$ cat config.mk
export PLATFORM = sky130hd
export DESIGN_NAME = modn_counter
export DESIGN_NICKNAME = d
export VERILOG_FILES = /design/src/rtl/modn_counter.sv
export SDC_FILE = /design/constraint.sdc
export NUM_CORES = 1
export LEC_CHECK = 0
export ABC_CLOCK_PERIOD_IN_PS = 1300
export CORE_AREA = 10 10 47 49
export DETAILED_ROUTE_END_ITERATION = 10
export DIE_AREA = 0 0 57 59
export PLACE_DENSITY = 0.67
export SETUP_SLACK_MARGIN = 0.2
export SLEW_MARGIN = 10
export SYNTH_ARGS = -nofsm -noshare
export SYNTH_HDL_FRONTEND = slang
export SYNTH_SLANG_ARGS = --single-unit
$ cat constraint.sdc
create_clock -name CLK -period 1.3 [get_ports CLK]
set_input_delay 0.26 -clock CLK [delete_from_list [all_inputs] [get_ports CLK]]
set_output_delay 0.26 -clock CLK [all_outputs]
set_load 0.02 [all_outputs]
$ cat src/rtl/modn_counter.sv
// Modulo-MODULUS up/down counter with clock prescaler, synchronous parallel
// load, one-cycle wrap/borrow pulse and active-low seven-segment decode.
module modn_counter #(
  parameter int WIDTH   = 3,
  parameter int MODULUS = 8,
  parameter int DIV     = 1
) (
  input  logic             CLK,
  input  logic             rst_n,
  input  logic             iEn,
  input  logic             iUp,
  input  logic             iLoad,
  input  logic [WIDTH-1:0] iData,
  output logic [WIDTH-1:0] oQ,
  output logic             oCarry,
  output logic [6:0]       oDisplay
);

  localparam int PW = (DIV > 1) ? $clog2(DIV) : 1;
  localparam logic [WIDTH-1:0] QMAX = WIDTH'(MODULUS - 1);
  localparam logic [PW-1:0]    PMAX = PW'(DIV - 1);

  logic [WIDTH-1:0] q_q, q_d;
  logic [PW-1:0]    pcnt_q, pcnt_d;
  logic             carry_q, carry_d;
  logic             step;

  assign step = iEn && (pcnt_q == PMAX);

  always_comb begin
    q_d     = q_q;
    pcnt_d  = pcnt_q;
    carry_d = 1'b0;
    if (iLoad) begin
      // Out-of-range load values saturate so the count never leaves 0..MODULUS-1.
      q_d    = (iData > QMAX) ? QMAX : iData;
      pcnt_d = '0;
    end else if (step) begin
      pcnt_d = '0;
      if (iUp) begin
        if (q_q == QMAX) begin
          q_d     = '0;
          carry_d = 1'b1;
        end else begin
          q_d = q_q + WIDTH'(1);
        end
      end else begin
        if (q_q == '0) begin
          q_d     = QMAX;
          carry_d = 1'b1;
        end else begin
          q_d = q_q - WIDTH'(1);
        end
      end
    end else if (iEn) begin
      pcnt_d = pcnt_q + PW'(1);
    end
  end

  always_ff @(posedge CLK or negedge rst_n) begin
    if (!rst_n) begin
      q_q     <= '0;
      pcnt_q  <= '0;
      carry_q <= 1'b0;
    end else begin
      q_q     <= q_d;
      pcnt_q  <= pcnt_d;
      carry_q <= carry_d;
    end
  end

  assign oQ     = q_q;
  assign oCarry = carry_q;

  logic [3:0] nib;
  generate
    if (WIDTH >= 4) begin : g_nib_wide
      assign nib = q_q[3:0];
    end else begin : g_nib_narrow
      assign nib = {{(4 - WIDTH){1'b0}}, q_q};
    end
  endgenerate

  // Segment order g..a, active-low.
  always_comb begin
    oDisplay = 7'b1111111;
    case (nib)
      4'h0: oDisplay = 7'b1000000;
      4'h1: oDisplay = 7'b1111001;
      4'h2: oDisplay = 7'b0100100;
      4'h3: oDisplay = 7'b0110000;
      4'h4: oDisplay = 7'b0011001;
      4'h5: oDisplay = 7'b0010010;
      4'h6: oDisplay = 7'b0000010;
      4'h7: oDisplay = 7'b1111000;
      4'h8: oDisplay = 7'b0000000;
      4'h9: oDisplay = 7'b0010000;
      4'hA: oDisplay = 7'b0001000;
      4'hB: oDisplay = 7'b0000011;
      4'hC: oDisplay = 7'b1000110;
      4'hD: oDisplay = 7'b0100001;
      4'hE: oDisplay = 7'b0000110;
      4'hF: oDisplay = 7'b0001110;
      default: oDisplay = 7'b1111111;
    endcase
  end

endmodule

# Word level (Yosys, flattened, before mapping)

Memories as Yosys holds them, arrays and structs flattened.
Index checks and enable logic that the tools add are counted.

Register bits: 5
Bits in latches: 0
Memory bits (writable): 0
Memory bits (read-only): 112
Output and inout port bits: 11
Logic and storage cells: 28
Memories: 1

$add $sub $neg: 3
Multiply operators: 0
Divide/modulo/power cells: 0
$lt $le $gt $ge: 1
Equality and inequality tests: 1
Shifts and indexed selects: 0
Muxes and demuxes: 14
Bitwise logic cells: 1
Reduce and logical (&&, ||, !) cells: 4

Memory list:

| memory          | depth | width | rd ports | clocked after memory_dff | wr ports | RTL line | text |
|---|---|---|---|---|---|---|---|
| (no name shown) | 16    | 7     | 1        | 0                        | 0        | 87       | `case (nib)` |

Operators by type and width:

| cell                                                               | count |
|---|---|
| 3-bit 2-to-1 mux                                                   | 6 |
| 1-bit 2-to-1 mux                                                   | 8 |
| 3-bit by 1-bit adder with 3-bit output, second input constant      | 1 |
| 3-bit == test, second input constant                               | 1 |
| 3-bit greater-than comparator, second input constant               | 1 |
| 3-bit zero test                                                    | 1 |
| 3-bit nonzero test                                                 | 1 |
| 3-bit by 1-bit subtractor with 3-bit output, second input constant | 1 |
| 2-bit nonzero test                                                 | 1 |
| 1-bit adder, second input constant                                 | 1 |
| 1-bit logical AND                                                  | 1 |
| 1-bit inverter                                                     | 1 |

# Depth between registers and ports, before layout

Depth in word-level cells: 5
Gate-level depth with buffers: 6

# Least setup slack after synthesis

No wires, ideal clock.

Path type: reg2out
From: reg q_q[0], in the netlist oQ[0]
To: out oDisplay[3]
Arrival: 1.523 ns
Slack: -0.483 ns
Stages on the path, launching flop included: 5
Buffers on the path: 0
Path through: dfrtp_1 inv_1 ha_1 and2_1 nor2_1

Cells in the longest elaborated chain, start to end: 1

Ends and longest elaborated chain:

| what                   | RTL line | text |
|---|---|---|
| from (decl)            | 23       | `logic [WIDTH-1:0] q_q, q_d;` |
| from (signal assigned) | 66       | `q_q <= q_d;` |
| memory 16 x 7 bit      | -        |  |
| to (decl)              | 16       | `output logic [6:0] oDisplay` |

Every way passes these cells.

# Worst setup path in the final report

From: reg q_q[0], in the netlist oQ[0]
To: reg q_q[1], in the netlist oQ[1]

Cells in the longest elaborated chain, start to end: 5

Ends and longest elaborated chain:

| what                                                                | RTL line | text |
|---|---|---|
| 3-bit by 1-bit subtractor with 3-bit output (tied with other cells) | 52       | `q_d = q_q - WIDTH'(1);` |
| 3-bit 2-to-1 mux, on equally long branches                          | 48, 41   |  |
| 3-bit 2-to-1 mux *                                                  | 40       | `if (iUp) begin` |
| 3-bit 2-to-1 mux *                                                  | 38       | `end else if (step) begin` |
| 3-bit 2-to-1 mux *                                                  | 34       | `if (iLoad) begin` |

Mark *: on every way between the ends. The rest lies on a longest branch, timed or not. The select of a mux whose other input is x is not followed.
A chain may end at the register's enable or synchronous reset.

==> impl_metrics.tcl <==
set metrics [dict create \
    status "finished, violations left" \
    failed_checks "setup timing" \
    root_buffer "clkbuf_4" \
    final_layout_size_suffix_gt1_frac 0.6471 \
    drv_cap 0 \
    clock_path_buffers 2 \
    start_util 0.3107 \
    p_total_uw 956.2 \
    grt_start_max_net_pins 9 \
    top_layer "met4" \
    fin_nets 102 \
    cp_slowest_cell "dfrtp_2" \
    cp.required_ps 1440 \
    place_congestion 0.7891 \
    drt-total-wl_mm 1.326 \
    setup_viol 11 \
    crit_type "flop to flop" \
    num_rows 14 \
    cts_hold_buffers 0 \
    worstHoldPathType "input pin to async pin" \
    cts_htree_levels 1 \
    cts_buffers 3 \
    regArea_um2 128.9 \
    routed_via_density 4.901 \
    avgSynthCellArea_um2 9.071 \
    met2WireLength_um 704 \
    final_cell_mix "buf_6, buf_4, clkdlybuf4s50_1" \
    synth.area.top_cells "dfrtp_1, ha_1, nor2_1, nand2b_1, nor2b_1" \
    area_growth_pct 121.3 \
    avgRoutedWirePerCell_um 13.13 \
    crit_path_max_fanout 4 \
    synth_top_area_frac 0.2874 \
    io_pins 19 \
    clk_pin_slew_worst_paths_ps 40 \
    dpl.cell_count 92 \
    setup_ws_ps -305.2 \
    yosysWarnings 0 \
    worst_slew_pin_slew_ps 298.5 \
    netlist_area_um2 435.4 \
    postSynthCellCount 48 \
    wl_met1_um 506 \
    fillers 123 \
    grt_pass1_wl_mm 2.166 \
    die_width_um 57 \
    synth_nets 64 \
    relSlewSlack 0.8004 \
    fmax_mhz 623.0 \
    cts_tree "yes" \
    route.met3.wl_um 86 \
    ys_seq_elements 5 \
    die-area_mm2 0.003363 \
    drt_first_pass_iters 3 \
    ys_seq_area_frac 0.2874 \
    n_antenna_cell 0 \
    yosysTopAreaCell "dfrtp_1" \
    grt_pass1_vias 515 \
    grt_overflow 0 \
    min_period_ps 1605 \
    die_h_um 59 \
    ant_nets 0 \
    timing.final.crit_share 1.235 \
    critPathLaunchType "flop" \
    peakVddDrop_mv 0.7340 \
    grtUsageTotal 0.07913 \
    io_buffer_count 18 \
    grt_setup_unrepaired "true" \
    critical_path_arrival_ps 1750 \
    first_iter_violations 4 \
    worst_setup_path_end_kind "flop" \
    worstPathCellList "buf_6 -> ha_4 -> buf_6 -> ha_4 -> nand2b_4 -> a221o_1 -> o311ai_2" \
    skew_ps 3.922 \
    core_area_mm2 0.001401 \
    multi_input_area_um2 437.9 \
    layout_commonest_cell "buf_6" \
    grt_antenna_before_repair 0 \
    clkLatencyLatePin_ps 240 \
    vias 495 \
    dp_hpwl_mm 1.016 \
    p_leak_uw 0.0004117 \
    crit_path_max_incr_delay_ps 440 \
    ys_types 21 \
    cts.sinks 5 \
    hold_violations 0 \
    powerDensity_mw_per_mm2 992.5 \
    drc_errors 0 \
    drv_slew 0 \
    finalNonFillerCells 101 \
]
-- cell families after synthesis --
kind of cell    synth area share
buf+inv                  0.06033
mux                      0.04885
simple gates              0.2242
flops                     0.2874
fa+ha+maj                 0.2299
compound gates            0.1494
-- cells in the mapped netlist --
cell / n
buf_6: 1
a221o_1: 1
clkbuf_1: 1
a21oi_1: 1
nand2b_1: 3
or3b_1: 1
nor2_1: 6
inv_1: 3
a311oi_1: 1
o31ai_1: 1
and2_1: 1
nor3b_1: 1
mux2_2: 1
o311ai_1: 1
mux2i_1: 1
dfrtp_1: 5
nor2b_1: 3
ha_1: 8
o21ai_0: 2
nand2_1: 4
a211oi_1: 2
-- critical path, delay by kind of cell (launching register included) --
kind | cells | cell delay [ps]
flops | 1 | 440
compound gates | 2 | 390
fa+ha+maj | 2 | 300
buf+inv | 2 | 250
simple gates | 1 | 130
-- flip-flops by register name, summed over array words and instances, names as in the netlist --
signal and cells:
oCarry 1, oQ 3, pcnt_q 1
-- layout make-up --
| class | count | area share |
|---|---|---|
| Multi-Input combinational cell | 38 | 0.4545 |
| Sequential cell | 5 | 0.1338 |
| Inverter | 3 | 0.02208 |
| Clock buffer | 4 | 0.02727 |
| Tap cell | 16 | 0.02078 |
| Timing Repair Buffer | 35 | 0.3416 |
-- timing repair --
item | 4_1_cts | 5_1_grt
setup endpoints to repair | 15 | 14
cloned | 0 | 0
pin swaps | 3 | 2
resized for setup | 72 | 6
buffers inserted | 5 | 0
-- report_power, final --
part / total (µW) / leakage [µW] / switching (µW) / internal (µW)
logic: 588 / 0.000337 / 266 / 322
clock network: 177 / 0.0000150 / 61.1 / 116
registers: 191 / 0.0000600 / 20.1 / 171
-- path summary, 6_finish.rpt --
check | from | endpoint | slack, ps | cells after the start
worst max register to register | oQ[0] | oQ[1] | -310 | 7
max in group asynchronous | rst_n | oQ[0] | 860 | 1
worst min-delay path | rst_n | oQ[1] | 230 | 1
worst min register to register | pcnt_q | pcnt_q | 570 | 1
worst max-delay path | oQ[0] | oQ[1] | -310 | 7
min in group CLK | iData[2] | oQ[2] | 570 | 3
-- per-layer routing --
metal  vias up  global-route usage
li1        243                   -
met1       229             0.07367
met2        19              0.1426
met3         4             0.03648
met4         0             0.04027
met5         -                   0
-- stage by stage --
| stage | utilization | setup WS [ps] | setup TNS, ps | hold WS (ps) | instance area [µm²] |
|---|---|---|---|---|---|
| 3_5_place_dp | 0.5902 | -487.5 | -4012 | 492.9 | 827.0 |
| 4_1_cts | 0.6652 | -296.5 | -2422 | 233.6 | 932.1 |
| 6_report | 0.6875 | -305.2 | -2309 | 234.7 | 963.4 |
| 5_1_grt | 0.6875 | -359.7 | -2909 | 234.8 | 963.4 |
| 2_1_floorplan | - | -104.5 | -293.4 | -35.59 | 561.8 |
| 3_3_place_gp | 0.5902 | -468.5 | -3897 | 492.8 | 827.0 |
No activity file was read; power rests on OpenSTA's default activity.
==> RTL change 1 (same flow settings) <==
`WIDTH`: 3 -> 6.
--- a/src/rtl/modn_counter.sv
+++ b/src/rtl/modn_counter.sv
@@ -2,5 +2,5 @@
 // load, one-cycle wrap/borrow pulse and active-low seven-segment decode.
 module modn_counter #(
-  parameter int WIDTH   = 3,
+  parameter int WIDTH   = 6,
   parameter int MODULUS = 8,
   parameter int DIV     = 1
Ports: changed (resized iData and oQ); port bits go from 19 to 25. The function was not compared with the original's and may differ.
==> RTL change 1 against the original RTL <==
The flow now stops in detailed placement; synthesized area grew 93%.
==> RTL change 1: results (changes against the original RTL) <==
Synthesis
  • Seq cells post-synth: 8 (+3)
  • Synth area leaders: dfrtp_1, ha_1, a21oi_1
  • Async SR Flop Fraction: 1.000 (unchanged)
  • Post-synthesis net count: 129 (+100%)
  • Syn avg cell area: 7.496 µm² (-17%)
  • Top post-synthesis cells by count: nand2_1, a21oi_1, o21ai_0
  • Most used DFF post-synth: dfrtp_1
  • Yosys cell types: 38 (+81%)
  • Sequential-to-total area share from yosys stat: 0.2385 (-0.04891)
  • Yosys warns: 0 (unchanged)

Outcome
  • Status: did not finish
  • First Err: [ERROR DPL-0038] Utilization greater than 100%, impossible to legalize
  • Last stage: detailed placement

Placement
  • Port Buffers: 24 (+6)
  • Final GP Congestion: 0.9069 (+15%)
==> RTL change 1: cell families after synthesis <==
kind of cell    share of synthesized area
xor+xnor                          0.02087
mux                               0.02385
compound gates                     0.2951
fa+ha+maj                         0.08942
simple gates                       0.2682
flops                              0.2384
buf+inv                           0.06408
==> RTL change 1: through the flow <==
step           area, µm²  hold WS (ns)  worst slack (ns)
2_1_floorplan      975.9      -0.03559           -0.2704
3_3_place_gp        1415        0.5671           -0.6455
==> RTL change 2 (config.mk and constraints unchanged) <==
Made on the original files. The output `oCarry` loses its register stage (`carry_q` becomes a continuous assignment).
--- a/src/rtl/modn_counter.sv
+++ b/src/rtl/modn_counter.sv
@@ -62,11 +62,11 @@
       q_q     <= '0;
       pcnt_q  <= '0;
-      carry_q <= 1'b0;
     end else begin
       q_q     <= q_d;
       pcnt_q  <= pcnt_d;
-      carry_q <= carry_d;
     end
   end
+
+  assign carry_q = carry_d;
 
   assign oQ     = q_q;
Function: changed (a bounded check fails within 4 cycles, from zero or initial values and one cycle with rst_n low).
==> RTL change 2 against the original RTL <==
Design area up 4.5%; total power down 0.97%; synthesized area down 5.7%; the run still ends with setup timing left; largest cell class unchanged; highest routed layer is now met3; clock skew down 0.0010 ns; sequential cell count down 1; setup slack worse by 0.028 ns; wire length up 5.6%; largest power group unchanged; sequential share of layout area down 3.1 points.
==> RTL change 2: results (changes against the original RTL) <==
Outcome
  • Status: complete, but fails checks
  • Failing checks: setup timing

Clock tree
  • # clock sinks: 4 (-1)
  • Clock buffer depth: 2 (unchanged)
  • CTS resizes: 75 (+4.2%)

Worst setup path
  • Slowest cell on crit path: dfrtp_2
  • Register-to-register setup slack: -0.21 ns (+0.10 ns)
  • Setup CP Type: reg -> out
  • Worst stage delay on the critical path: 0.42 ns (-0.02 ns)
  • Crit path DAT: 1.37 ns (-0.38 ns)
  • Worst Path Max Fanout: 3 (-1)

Synthesis
  • Mapped Cells: 47 (-2.1%)
  • Sequential-to-total area share from yosys stat: 0.2439 (-0.04345)
  • Top post-synthesis cells by count: ha_1, nor2_1, dfrtp_1, nand2_1
  • Post-synthesis net count: 63 (-1.6%)
  • Synth area leaders: dfrtp_1, ha_1, nor2_1

Finish
  • Register area: 103.9 µm² (-19%)
  • Fin nets: 109 (+6.9%)
  • Filler cells: 109 (-11%)
  • Non-Clock Buffer Area Fraction: 0.3789 (+0.03732)
  • Clkbuf count: 4 (unchanged)
  • Signal buffers: 43 (+23%)
  • ClkCell Share: 0.02609 (-0.001186)
  • Share of cells above drive strength 1: 0.7283 (+0.08120)
  • Fraction of area in multi-input gates: 0.4609 (+0.006322)
  • Design area: 0.001007 mm² (+4.5%)
  • Ant. Diodes: 0 (unchanged)

Placement
  • Final GP Congestion: 0.7404 (-6.2%)
  • Area post-placement: 823.3 µm² (-0.45%)
  • Post-Place Cells: 96 (+4.3%)
  • HPWL after DPL: 1098 µm (+8.1%)

Routing
  • Routed wire per std cell: 12.96 µm (-1.3%)
  • Drt pass-1 iters: 1 (-2)
  • Iter 0 DRT Violations: 0 (-4)

Power and ir drop
  • Leakage Power: 0.4417 nW (+7.3%)
  • Net switching power: 0.3456 mW (-0.39%)
  • Peak VDD IR: 0.5845 mV (-20%)

Timing
  • Final Setup Violations: 12 (+1)
  • Setup_tns: -2.758 ns (-0.4494 ns)
  • Worst slew margin: 0.8456 (+0.04523)
  • Clock Skew: 0.002910 ns (-0.001012 ns)
  • Worst setup margin: -0.3334 ns (-0.02827 ns)

GRT
  • Vias in the first global route: 541 (+5.0%)
  • First-pass GRT wire length: 2194 µm (+1.3%)
  • Tot GR Track Use: 0.07886 (-0.0002743)
==> RTL change 2: cell types whose count changed after synthesis, sizes merged <==
cell and change:
dfrtp -1
==> RTL change 2: critical path, delay by kind of cell, from the launching register on <==
kind	cells	cell delay, ns
AND/OR/NAND/NOR	1	0.07
flip-flops	1	0.42
buffers and inverters	2	0.26
adder cells (fa/ha/maj)	2	0.32
AO/OA/AOI/OAI	1	0.05
==> RTL change 2: logic make-up after synthesis <==
group,count (synthesis),share of synthesized area
buffers and inverters,5,0.06401
adders and majority gates,8,0.2439
and+or+nand+nor,19,0.2378
AOI/OAI and AO/OA,9,0.1585
muxes,2,0.05183
DFF,4,0.2439
==> RTL change 2: power groups by stage <==
| stage | Combinational (mW) | Sequential, mW | Clock, mW |
|---|---|---|---|
| final | 0.621 | 0.153 | 0.173 |
| after global placement | 0.486 | 0.161 | 0 |
| after detailed placement | 0.494 | 0.162 | 0 |
| after floorplan | 0.254 | 0.175 | 0 |
| after global routing | 0.666 | 0.155 | 0.191 |
| after CTS | 0.574 | 0.156 | 0.174 |
==> RTL change 2: worst paths after layout <==
check                      cells past startpoint  endpoint
setup / recovery                               6    oCarry
hold / removal                                 1     oQ[1]
setup reg to reg                               6     oQ[1]
hold reg to reg                                1    pcnt_q
max in group asynchronous                      1     oQ[2]
min in group CLK                               3    pcnt_q
==> RTL change 2: metal layers <==
| metal | global-route usage | wire length [µm] | vias up |
|---|---|---|---|
| li1 | - | - | 252 |
| met1 | 0.07177 | 562 | 229 |
| met2 | 0.1442 | 729 | 17 |
| met3 | 0.04292 | 109 | 0 |
| met4 | 0.03020 | 0 | 0 |
| met5 | 0 | 0 | - |
